`config.mk`:
```
export PLATFORM = sky130hd
export DESIGN_NAME = array_sp_arbiter_flat
export DESIGN_NICKNAME = d
export VERILOG_FILES = /design/src/rtl/array_sp_arbiter_if.sv /design/src/rtl/array_sp_arbiter.sv /design/src/flat_wrapper.sv
export SDC_FILE = /design/constraint.sdc
export NUM_CORES = 1
export LEC_CHECK = 0
export CAP_MARGIN = 20
export CORE_MARGIN = 5
export CORE_UTILIZATION = 26
export CTS_CLUSTER_DIAMETER = 80
export CTS_CLUSTER_SIZE = 12
export DETAILED_ROUTE_END_ITERATION = 12
export GPL_TIMING_DRIVEN = 0
export PLACE_DENSITY = 0.78
export SLEW_MARGIN = 20
export SYNTH_ARGS = -nofsm -noshare
export SYNTH_HDL_FRONTEND = slang
export SYNTH_SLANG_ARGS = --single-unit
```
`constraint.sdc`:
```
create_clock -name i_clk -period 2.02 [get_ports i_clk]
set_input_delay 0.404 -clock i_clk [delete_from_list [all_inputs] [get_ports i_clk]]
set_output_delay 0.404 -clock i_clk [all_outputs]
set_load 0.02 [all_outputs]
```
`src/rtl/array_sp_arbiter_if.sv`:
```
// ----------------------------------------------------------------------------
// array_sp_arbiter_if
// Requester-side bundle for array_sp_arbiter: two command channels
// (valid/ready, wmode, addr, wdata), two read-response channels
// (valid only, no backpressure), and the init_done status flag.
//   slave  : the arbiter's side (takes commands, returns responses)
//   master : the requesters' side
// ----------------------------------------------------------------------------
interface array_sp_arbiter_if #(
    parameter int ADDR_W = 14,
    parameter int DATA_W = 32
);
    logic              req0_valid;
    logic              req0_ready;
    logic              req0_wmode;
    logic [ADDR_W-1:0] req0_addr;
    logic [DATA_W-1:0] req0_wdata;
    logic              rsp0_valid;
    logic [DATA_W-1:0] rsp0_rdata;

    logic              req1_valid;
    logic              req1_ready;
    logic              req1_wmode;
    logic [ADDR_W-1:0] req1_addr;
    logic [DATA_W-1:0] req1_wdata;
    logic              rsp1_valid;
    logic [DATA_W-1:0] rsp1_rdata;

    logic              init_done;

    modport slave (
        input  req0_valid, req0_wmode, req0_addr, req0_wdata,
        input  req1_valid, req1_wmode, req1_addr, req1_wdata,
        output req0_ready, rsp0_valid, rsp0_rdata,
        output req1_ready, rsp1_valid, rsp1_rdata,
        output init_done
    );

    modport master (
        output req0_valid, req0_wmode, req0_addr, req0_wdata,
        output req1_valid, req1_wmode, req1_addr, req1_wdata,
        input  req0_ready, rsp0_valid, rsp0_rdata,
        input  req1_ready, rsp1_valid, rsp1_rdata,
        input  init_done
    );
endinterface

```
`src/rtl/array_sp_arbiter.sv`:
```
// ----------------------------------------------------------------------------
// array_sp_arbiter
// Shares one single-port RW SRAM macro (1-cycle read latency) between two
// requesters with round-robin arbitration. Optionally zero-fills the whole
// array after reset before accepting traffic.
// Ports:
//   i_clk          clock, all state on posedge
//   i_rst          synchronous active-high reset
//   bus            requester bundle (array_sp_arbiter_if.slave)
//   o_sram_en      -> RW0_en
//   o_sram_wmode   -> RW0_wmode
//   o_sram_addr    -> RW0_addr
//   o_sram_wdata   -> RW0_wdata
//   i_sram_rdata   <- RW0_rdata
// ----------------------------------------------------------------------------
module array_sp_arbiter #(
    parameter int ADDR_W  = 14,
    parameter int DATA_W  = 32,
    parameter bit INIT_EN = 1'b1
) (
    input  logic              i_clk,
    input  logic              i_rst,
    array_sp_arbiter_if.slave bus,
    output logic              o_sram_en,
    output logic              o_sram_wmode,
    output logic [ADDR_W-1:0] o_sram_addr,
    output logic [DATA_W-1:0] o_sram_wdata,
    input  logic [DATA_W-1:0] i_sram_rdata
);

    typedef enum logic [0:0] {S_INIT, S_IDLE} state_t;

    localparam state_t RST_STATE = INIT_EN ? S_INIT : S_IDLE;
    localparam logic [ADDR_W-1:0] LAST_ADDR = {ADDR_W{1'b1}};

    state_t            r_state, w_state_nxt;
    logic [ADDR_W-1:0] r_cnt, w_cnt_nxt;
    logic              r_last_grant;   // 1: port 1 won the most recent grant
    logic [1:0]        r_rd_pipe;      // per-port read issued last cycle
    logic              w_idle;
    logic              w_g0, w_g1;

    // Outputs are masked while reset is high so nothing is accepted or
    // issued to the macro in the cycle reset rises.
    assign w_idle = (r_state == S_IDLE) && !i_rst;

    // On contention the port that did not win last time goes first.
    assign w_g0 = w_idle && bus.req0_valid && (!bus.req1_valid ||  r_last_grant);
    assign w_g1 = w_idle && bus.req1_valid && (!bus.req0_valid || !r_last_grant);

    assign bus.req0_ready = w_g0;
    assign bus.req1_ready = w_g1;
    assign bus.init_done  = w_idle;

    // The macro holds read data until the next read, so both response
    // channels can look straight at the macro output.
    assign bus.rsp0_valid = r_rd_pipe[0];
    assign bus.rsp1_valid = r_rd_pipe[1];
    assign bus.rsp0_rdata = i_sram_rdata;
    assign bus.rsp1_rdata = i_sram_rdata;

    always_ff @(posedge i_clk) begin
        if (i_rst) begin
            r_state      <= RST_STATE;
            r_cnt        <= '0;
            r_last_grant <= 1'b0;
            r_rd_pipe    <= '0;
        end else begin
            r_state   <= w_state_nxt;
            r_cnt     <= w_cnt_nxt;
            r_rd_pipe <= {w_g1 && !bus.req1_wmode, w_g0 && !bus.req0_wmode};
            if (w_g0 || w_g1)
                r_last_grant <= w_g1;
        end
    end

    always_comb begin
        w_state_nxt  = r_state;
        w_cnt_nxt    = r_cnt;
        o_sram_en    = 1'b0;
        o_sram_wmode = 1'b0;
        o_sram_addr  = '0;
        o_sram_wdata = '0;
        case (r_state)
            S_INIT: begin
                o_sram_en    = !i_rst;
                o_sram_wmode = 1'b1;
                o_sram_addr  = r_cnt;
                w_cnt_nxt    = r_cnt + 1'b1;   // wraps back to 0 after the last entry
                if (r_cnt == LAST_ADDR)
                    w_state_nxt = S_IDLE;
            end
            S_IDLE: begin
                if (w_g0) begin
                    o_sram_en    = 1'b1;
                    o_sram_wmode = bus.req0_wmode;
                    o_sram_addr  = bus.req0_addr;
                    o_sram_wdata = bus.req0_wdata;
                end else if (w_g1) begin
                    o_sram_en    = 1'b1;
                    o_sram_wmode = bus.req1_wmode;
                    o_sram_addr  = bus.req1_addr;
                    o_sram_wdata = bus.req1_wdata;
                end
            end
            default: w_state_nxt = RST_STATE;
        endcase
    end

endmodule
```
`src/flat_wrapper.sv`:
```
// flat-port wrapper written by rule: the top's interface ports become plain ports
module array_sp_arbiter_flat 
#(
    parameter int ADDR_W  = 14,
    parameter int DATA_W  = 32,
    parameter bit INIT_EN = 1'b1
)
  (i_clk, i_rst, o_sram_en, o_sram_wmode, o_sram_addr, o_sram_wdata, i_sram_rdata, bus_req0_valid, bus_req0_wmode, bus_req0_addr, bus_req0_wdata, bus_req1_valid, bus_req1_wmode, bus_req1_addr, bus_req1_wdata, bus_req0_ready, bus_rsp0_valid, bus_rsp0_rdata, bus_req1_ready, bus_rsp1_valid, bus_rsp1_rdata, bus_init_done);
  array_sp_arbiter_if #(.ADDR_W(ADDR_W), .DATA_W(DATA_W)) bus_i ();
  input  logic i_clk;
  input  logic i_rst;
  output logic o_sram_en;
  output logic o_sram_wmode;
  output logic [ADDR_W-1:0] o_sram_addr;
  output logic [DATA_W-1:0] o_sram_wdata;
  input  logic [DATA_W-1:0] i_sram_rdata;
  input wire logic [$bits(bus_i.req0_valid)-1:0] bus_req0_valid;
  input wire logic [$bits(bus_i.req0_wmode)-1:0] bus_req0_wmode;
  input wire logic [$bits(bus_i.req0_addr)-1:0] bus_req0_addr;
  input wire logic [$bits(bus_i.req0_wdata)-1:0] bus_req0_wdata;
  input wire logic [$bits(bus_i.req1_valid)-1:0] bus_req1_valid;
  input wire logic [$bits(bus_i.req1_wmode)-1:0] bus_req1_wmode;
  input wire logic [$bits(bus_i.req1_addr)-1:0] bus_req1_addr;
  input wire logic [$bits(bus_i.req1_wdata)-1:0] bus_req1_wdata;
  output wire logic [$bits(bus_i.req0_ready)-1:0] bus_req0_ready;
  output wire logic [$bits(bus_i.rsp0_valid)-1:0] bus_rsp0_valid;
  output wire logic [$bits(bus_i.rsp0_rdata)-1:0] bus_rsp0_rdata;
  output wire logic [$bits(bus_i.req1_ready)-1:0] bus_req1_ready;
  output wire logic [$bits(bus_i.rsp1_valid)-1:0] bus_rsp1_valid;
  output wire logic [$bits(bus_i.rsp1_rdata)-1:0] bus_rsp1_rdata;
  output wire logic [$bits(bus_i.init_done)-1:0] bus_init_done;
  assign bus_i.req0_valid = bus_req0_valid;
  assign bus_i.req0_wmode = bus_req0_wmode;
  assign bus_i.req0_addr = bus_req0_addr;
  assign bus_i.req0_wdata = bus_req0_wdata;
  assign bus_i.req1_valid = bus_req1_valid;
  assign bus_i.req1_wmode = bus_req1_wmode;
  assign bus_i.req1_addr = bus_req1_addr;
  assign bus_i.req1_wdata = bus_req1_wdata;
  assign bus_req0_ready = bus_i.req0_ready;
  assign bus_rsp0_valid = bus_i.rsp0_valid;
  assign bus_rsp0_rdata = bus_i.rsp0_rdata;
  assign bus_req1_ready = bus_i.req1_ready;
  assign bus_rsp1_valid = bus_i.rsp1_valid;
  assign bus_rsp1_rdata = bus_i.rsp1_rdata;
  assign bus_init_done = bus_i.init_done;
  array_sp_arbiter #(.ADDR_W(ADDR_W), .DATA_W(DATA_W), .INIT_EN(INIT_EN)) u_core (.i_clk(i_clk), .i_rst(i_rst), .bus(bus_i), .o_sram_en(o_sram_en), .o_sram_wmode(o_sram_wmode), .o_sram_addr(o_sram_addr), .o_sram_wdata(o_sram_wdata), .i_sram_rdata(i_sram_rdata));
endmodule
```
======== Word level (Yosys, flattened, before mapping) ========
Cells that the tools add are included.
operators by class
  eq/ne operators ......................... 1
  muxes and demuxes ....................... 14
  reductions and logical operators ........ 16
  bitwise operators ....................... 1
  $add $sub $neg .......................... 1
operators with widths
  kind                                            number
  two-way mux 32 bit                              3
  two-way mux 14 bit                              2
  one-hot mux 14 bit (2 select lines)             1
  adder 14 x 1 -> 14 bit (second input constant)  1
  equality test 14 bit (second input constant)    1
  logical AND 1 bit                               7
  zero test 1 bit                                 6
  two-way mux 1 bit                               6
  one-hot mux 1 bit (2 select lines)              2
  logical OR 1 bit                                3
  inverter 1 bit                                  1
word-level totals
  register bits after elaboration ......... 18
  word-level logic and storage cells ...... 37
  input port bits ......................... 130

======== Depth between registers and ports, before layout ========
  depth in word-level cells ............... 7
  gate-level depth with buffers ........... 6
  mapped depth without buffers ............ 4

======== Worst setup path before layout ========
OpenSTA, ideal clock, no wires.
  kind .................................... reg2out
  start ................................... register u_core.r_state
  end ..................................... output port o_sram_wdata[14]
  slack ................................... 207 ps
  buffers on the path ..................... 3
  cell stages (with the launch flop) ...... 7
  arrival time ............................ 1409 ps
  data required time ...................... 1616 ps
  cells stage by stage .................... dfxtp_1 > nor2b_4 > and3_1 > buf_2 > buf_4 > buf_4 > a22o_1
between the ends
  word-level cells in the longest chain between the ends .. 6
  elaborated cells on any way between the ends .. 8
  those cells by class .................... mux: 3; reduce/logical: 5
RTL lines
  what                             RTL line                RTL
  from (decl)                      array_sp_arbiter.sv:36  state_t r_state, w_state_nxt;
  from (signal assigned)           array_sp_arbiter.sv:69  r_state <= w_state_nxt;
  logical AND 1 bit *              array_sp_arbiter.sv:45  assign w_idle = (r_state == S_IDLE) && !i_rst;
  named net bus_init_done          flat_wrapper.sv:31      output wire logic [$bits(bus_i.init_done)-1:0] bus_init_done;
  logical AND 1 bit (2 in series)  array_sp_arbiter.sv:49  assign w_g1 = w_idle && bus.req1_valid && (!bus.req0_valid || !r_last_grant);
  two-way mux 32 bit               array_sp_arbiter.sv:99  end else if (w_g1) begin
  two-way mux 32 bit *             array_sp_arbiter.sv:94  if (w_g0) begin
  two-way mux 32 bit *             array_sp_arbiter.sv:84  case (r_state)
  to (decl)                        flat_wrapper.sv:15      output logic [DATA_W-1:0] o_sram_wdata;
Mark *: on every way through the listed nets, which the timed path passes. The rest lies on a longest branch.

======== Worst setup path in the final report ========
  start ................................... register u_core.r_state
  end ..................................... output port o_sram_wdata[16]
between the ends
  word-level cells in the longest chain between the ends .. 6
  elaborated cells on any way between the ends .. 8
  those cells by class .................... mux: 3; reduce/logical: 5
RTL lines
  what                             RTL line
  logical AND 1 bit                array_sp_arbiter.sv:45
  logical AND 1 bit (2 in series)  array_sp_arbiter.sv:49
  two-way mux 32 bit               array_sp_arbiter.sv:99
  two-way mux 32 bit               array_sp_arbiter.sv:94
  two-way mux 32 bit *             array_sp_arbiter.sv:84
Mark *: on every way between the ends. The rest lies on a longest branch, timed or not.

==> metrics.yaml <==
status: "finished, violations left"
failed_checks: "negative setup slack"
crit_arrival_ns: 1.67
crit_top_cell: "buf_6"
pre_cts_slack_ns: -0.933
max_cap_violations: 0
power.leakage_nw: 1.93
clock_power_share_pct: 25.0
slew_viol_final: 0
clock-root-buffer: "clkbuf_8"
cp_slowest_cell: "dfxtp_4"
synth.distinct_cells: 32
worstPathRequired_ns: 1.62
worst_pin_slew_ns: 0.326
synth-async-reset-ratio_pct: 0
hold_violations: 0
drc_errors: 0
io_pins: 247
core_um2: 7210
clock-skew-final_ns: 0.00510
finalSetupTns_ns: -0.482
cts_buffers: 3
antenna_found_initial: 0
reg2reg_depth: 4
hpwlAfterDp_mm: 7.97
synthCells: 232
switching_share_pct: 27.2
via_per_inst: 4.59
yosys-top-cells-area: "buf_4, dfxtp_1, a22o_1, a221o_1, nor2b_1"
num_antenna_cells: 0
worst_setup_path_end_kind: "primary output"
relSlewSlack_pct: 78.1
dr.pass1.iters: 4
power_frac_comb_pct: 45.3
yosysWarnings: 0
fin_ws_ns: -0.0508
postSynthAreaPerCell_um2: 8.25
clock-sinks: 18
dieArea_um2: 9180
grt_usage_pct: 18.6
layout_commonest_cell: "clkdlybuf4s50_1"
hp-class: "reg2reg"
p_total_w: 0.00124
max_stage_delay_ns: 0.36
path_class: "reg2out"
grt_pass1_wl_mm: 13.4
nNetsFinal: 590
rsz0062_at_grt: "yes"
drtIter0Drc: 58
clock.fmax_mhz: 483
die_y_um: 95.8
cp_cell_sequence: "nor2b_4, and3_4, buf_8, buf_6, a22o_1, buf_6"
ant_nets: 0
ys.flop_type: "dfxtp_1"
final_cell_mix: "clkdlybuf4s50_1, buf_4, a22o_1"
syn-num-nets: 363
finalCriticalPeriod_ns: 2.07
p_int_w: 0.000904
hold_buffers: 0
yosysSeqAreaShare_pct: 18.8
vdd_drop_max_v: 0.000333
fp.dieW_um: 95.8
p_per_area_nw_per_um2: 285
wl_per_cell_um: 17.3
synth_edf_count: 0
cts.reportedPaths.clkPinSlew_ns: 0.08
place_area_um2: 4180
grt_max_degree: 11
syn-cell-area_um2: 1910
overflow: 0
min_path_cells: 2
clk_latency_ns: 0.26
htreeDepth: 1
synth_top_area_share_pct: 26.3
stdcell_area_um2: 4360
gp_congestion: 0.770
wl_mm: 9.62
rows: 31
post-place-cells: 545
startpoint_type: "flop"
path_max_fanout: 6
ys_seq_elements: 18
seqPwrFrac_pct: 29.7
clockBufferDepth: 2
drive_gt1_share_pct: 34.1
cts_tree: "built"
min_period_over_period_pct: 103
grt_pass1_vias: 2557
yosysTopAreaCell: "buf_4"
setup-violations-final: 12
dr_total_vias: 2555
instances_no_fill: 557
io_buffers: 214
area_growth_syn_to_layout_pct: 128
floorplan.initialDensity_pct: 26.5
switching_power_w: 0.000337
-- final timing paths --
kind / start / endpoint / slack (ns)
worst max-delay path: u_core.r_state$_SDFF_PP0_ / o_sram_wdata[16] / -0.05
worst min-delay path: u_core.r_last_grant$_SDFFE_PP0P_ / u_core.r_last_grant$_SDFFE_PP0P_ / 0.49
worst max register to register: u_core.r_cnt[0]$_SDFFE_PP0N_ / u_core.r_cnt[12]$_SDFFE_PP0N_ / 0.29
worst min register to register: u_core.r_last_grant$_SDFFE_PP0P_ / u_core.r_last_grant$_SDFFE_PP0P_ / 0.49
-- state kept, by name (all words and copies together) (netlist names) --
name,cells
u_core.r_cnt,14
u_core.r_last_grant,1
u_core.r_state,1
u_core.r_rd_pipe,2
-- layout make-up --
cell class	count	area (µm²)
multi-input cells	130	986
clock buffers	4	55.1
well taps	99	124
plain buffers	79	636
repair buffers	224	2180
fillers	670	2860
inverters	3	11.3
flip-flops and latches	18	365
-- timing repair --
| action | CTS | global route |
|---|---|---|
| setup endpoints to repair | 51 | 47 |
| gates resized for setup | 277 | 25 |
| pin swaps | 22 | 7 |
| cloned | 2 | 2 |
| setup buffers | 2 | 4 |
-- logic make-up after synthesis --
group | count (synthesis) | share of synthesized area, %
AOI/OAI and AO/OA | 60 | 26.2
xor gates and xnor gates | 4 | 1.83
adders and majority gates | 1 | 0.653
buffers and inverters | 84 | 30.6
DFF | 18 | 18.8
muxes | 5 | 2.88
and+or+nand+nor | 60 | 19.0
-- power by group through the flow --
| stage | clock network (W) | logic [W] | registers [W] |
|---|---|---|---|
| after global placement | 0 | 0.000554 | 0.000377 |
| final | 0.000310 | 0.000562 | 0.000369 |
| after global routing | 0.000322 | 0.000591 | 0.000369 |
| after floorplan | 0 | 0.000221 | 0.000376 |
| after CTS | 0.000305 | 0.000564 | 0.000368 |
| after detailed placement | 0 | 0.000563 | 0.000377 |
-- worst max-delay path: cells and delay by family (launching register included) --
kind | cells | cell delay [ns]
buf+inv | 3 | 0.38
flops | 1 | 0.36
compound gates | 1 | 0.15
simple gates | 2 | 0.49
-- synth_stat cells (2+ instances only) --
| cell | n |
|---|---|
| nor4_1 | 4 |
| and3_1 | 2 |
| dfxtp_1 | 18 |
| a21oi_1 | 7 |
| or3_1 | 2 |
| buf_2 | 9 |
| a22o_1 | 32 |
| nand4_1 | 2 |
| nand3_1 | 4 |
| nand4b_1 | 2 |
| o31ai_1 | 3 |
| nor2_1 | 13 |
| xor2_1 | 3 |
| nor2b_1 | 18 |
| o21ai_0 | 2 |
| or4_1 | 4 |
| buf_4 | 67 |
| clkbuf_1 | 4 |
| mux2_2 | 4 |
| a221o_1 | 14 |
| nand2b_1 | 2 |
| nand2_1 | 4 |
| inv_1 | 3 |
-- layer usage --
metal  vias to the layer above  part of all wire, %  GRT usage (%)
met5                         -                    0              0
met4                         0                  2.4           5.92
met3                        16                  8.9           4.07
met2                       116                   53           35.4
met1                      1186                   35           20.3
li1                       1237                    -              -
-- stage by stage --
step	utilization, %	hold WS (ns)
global placement	57.9	0.472
floorplan	-	0.454
CTS	59.2	0.481
finish	60.4	0.490
global route	60.4	0.512
detailed placement	57.9	0.477
Note: power is estimated with default switching activity, not from simulation.
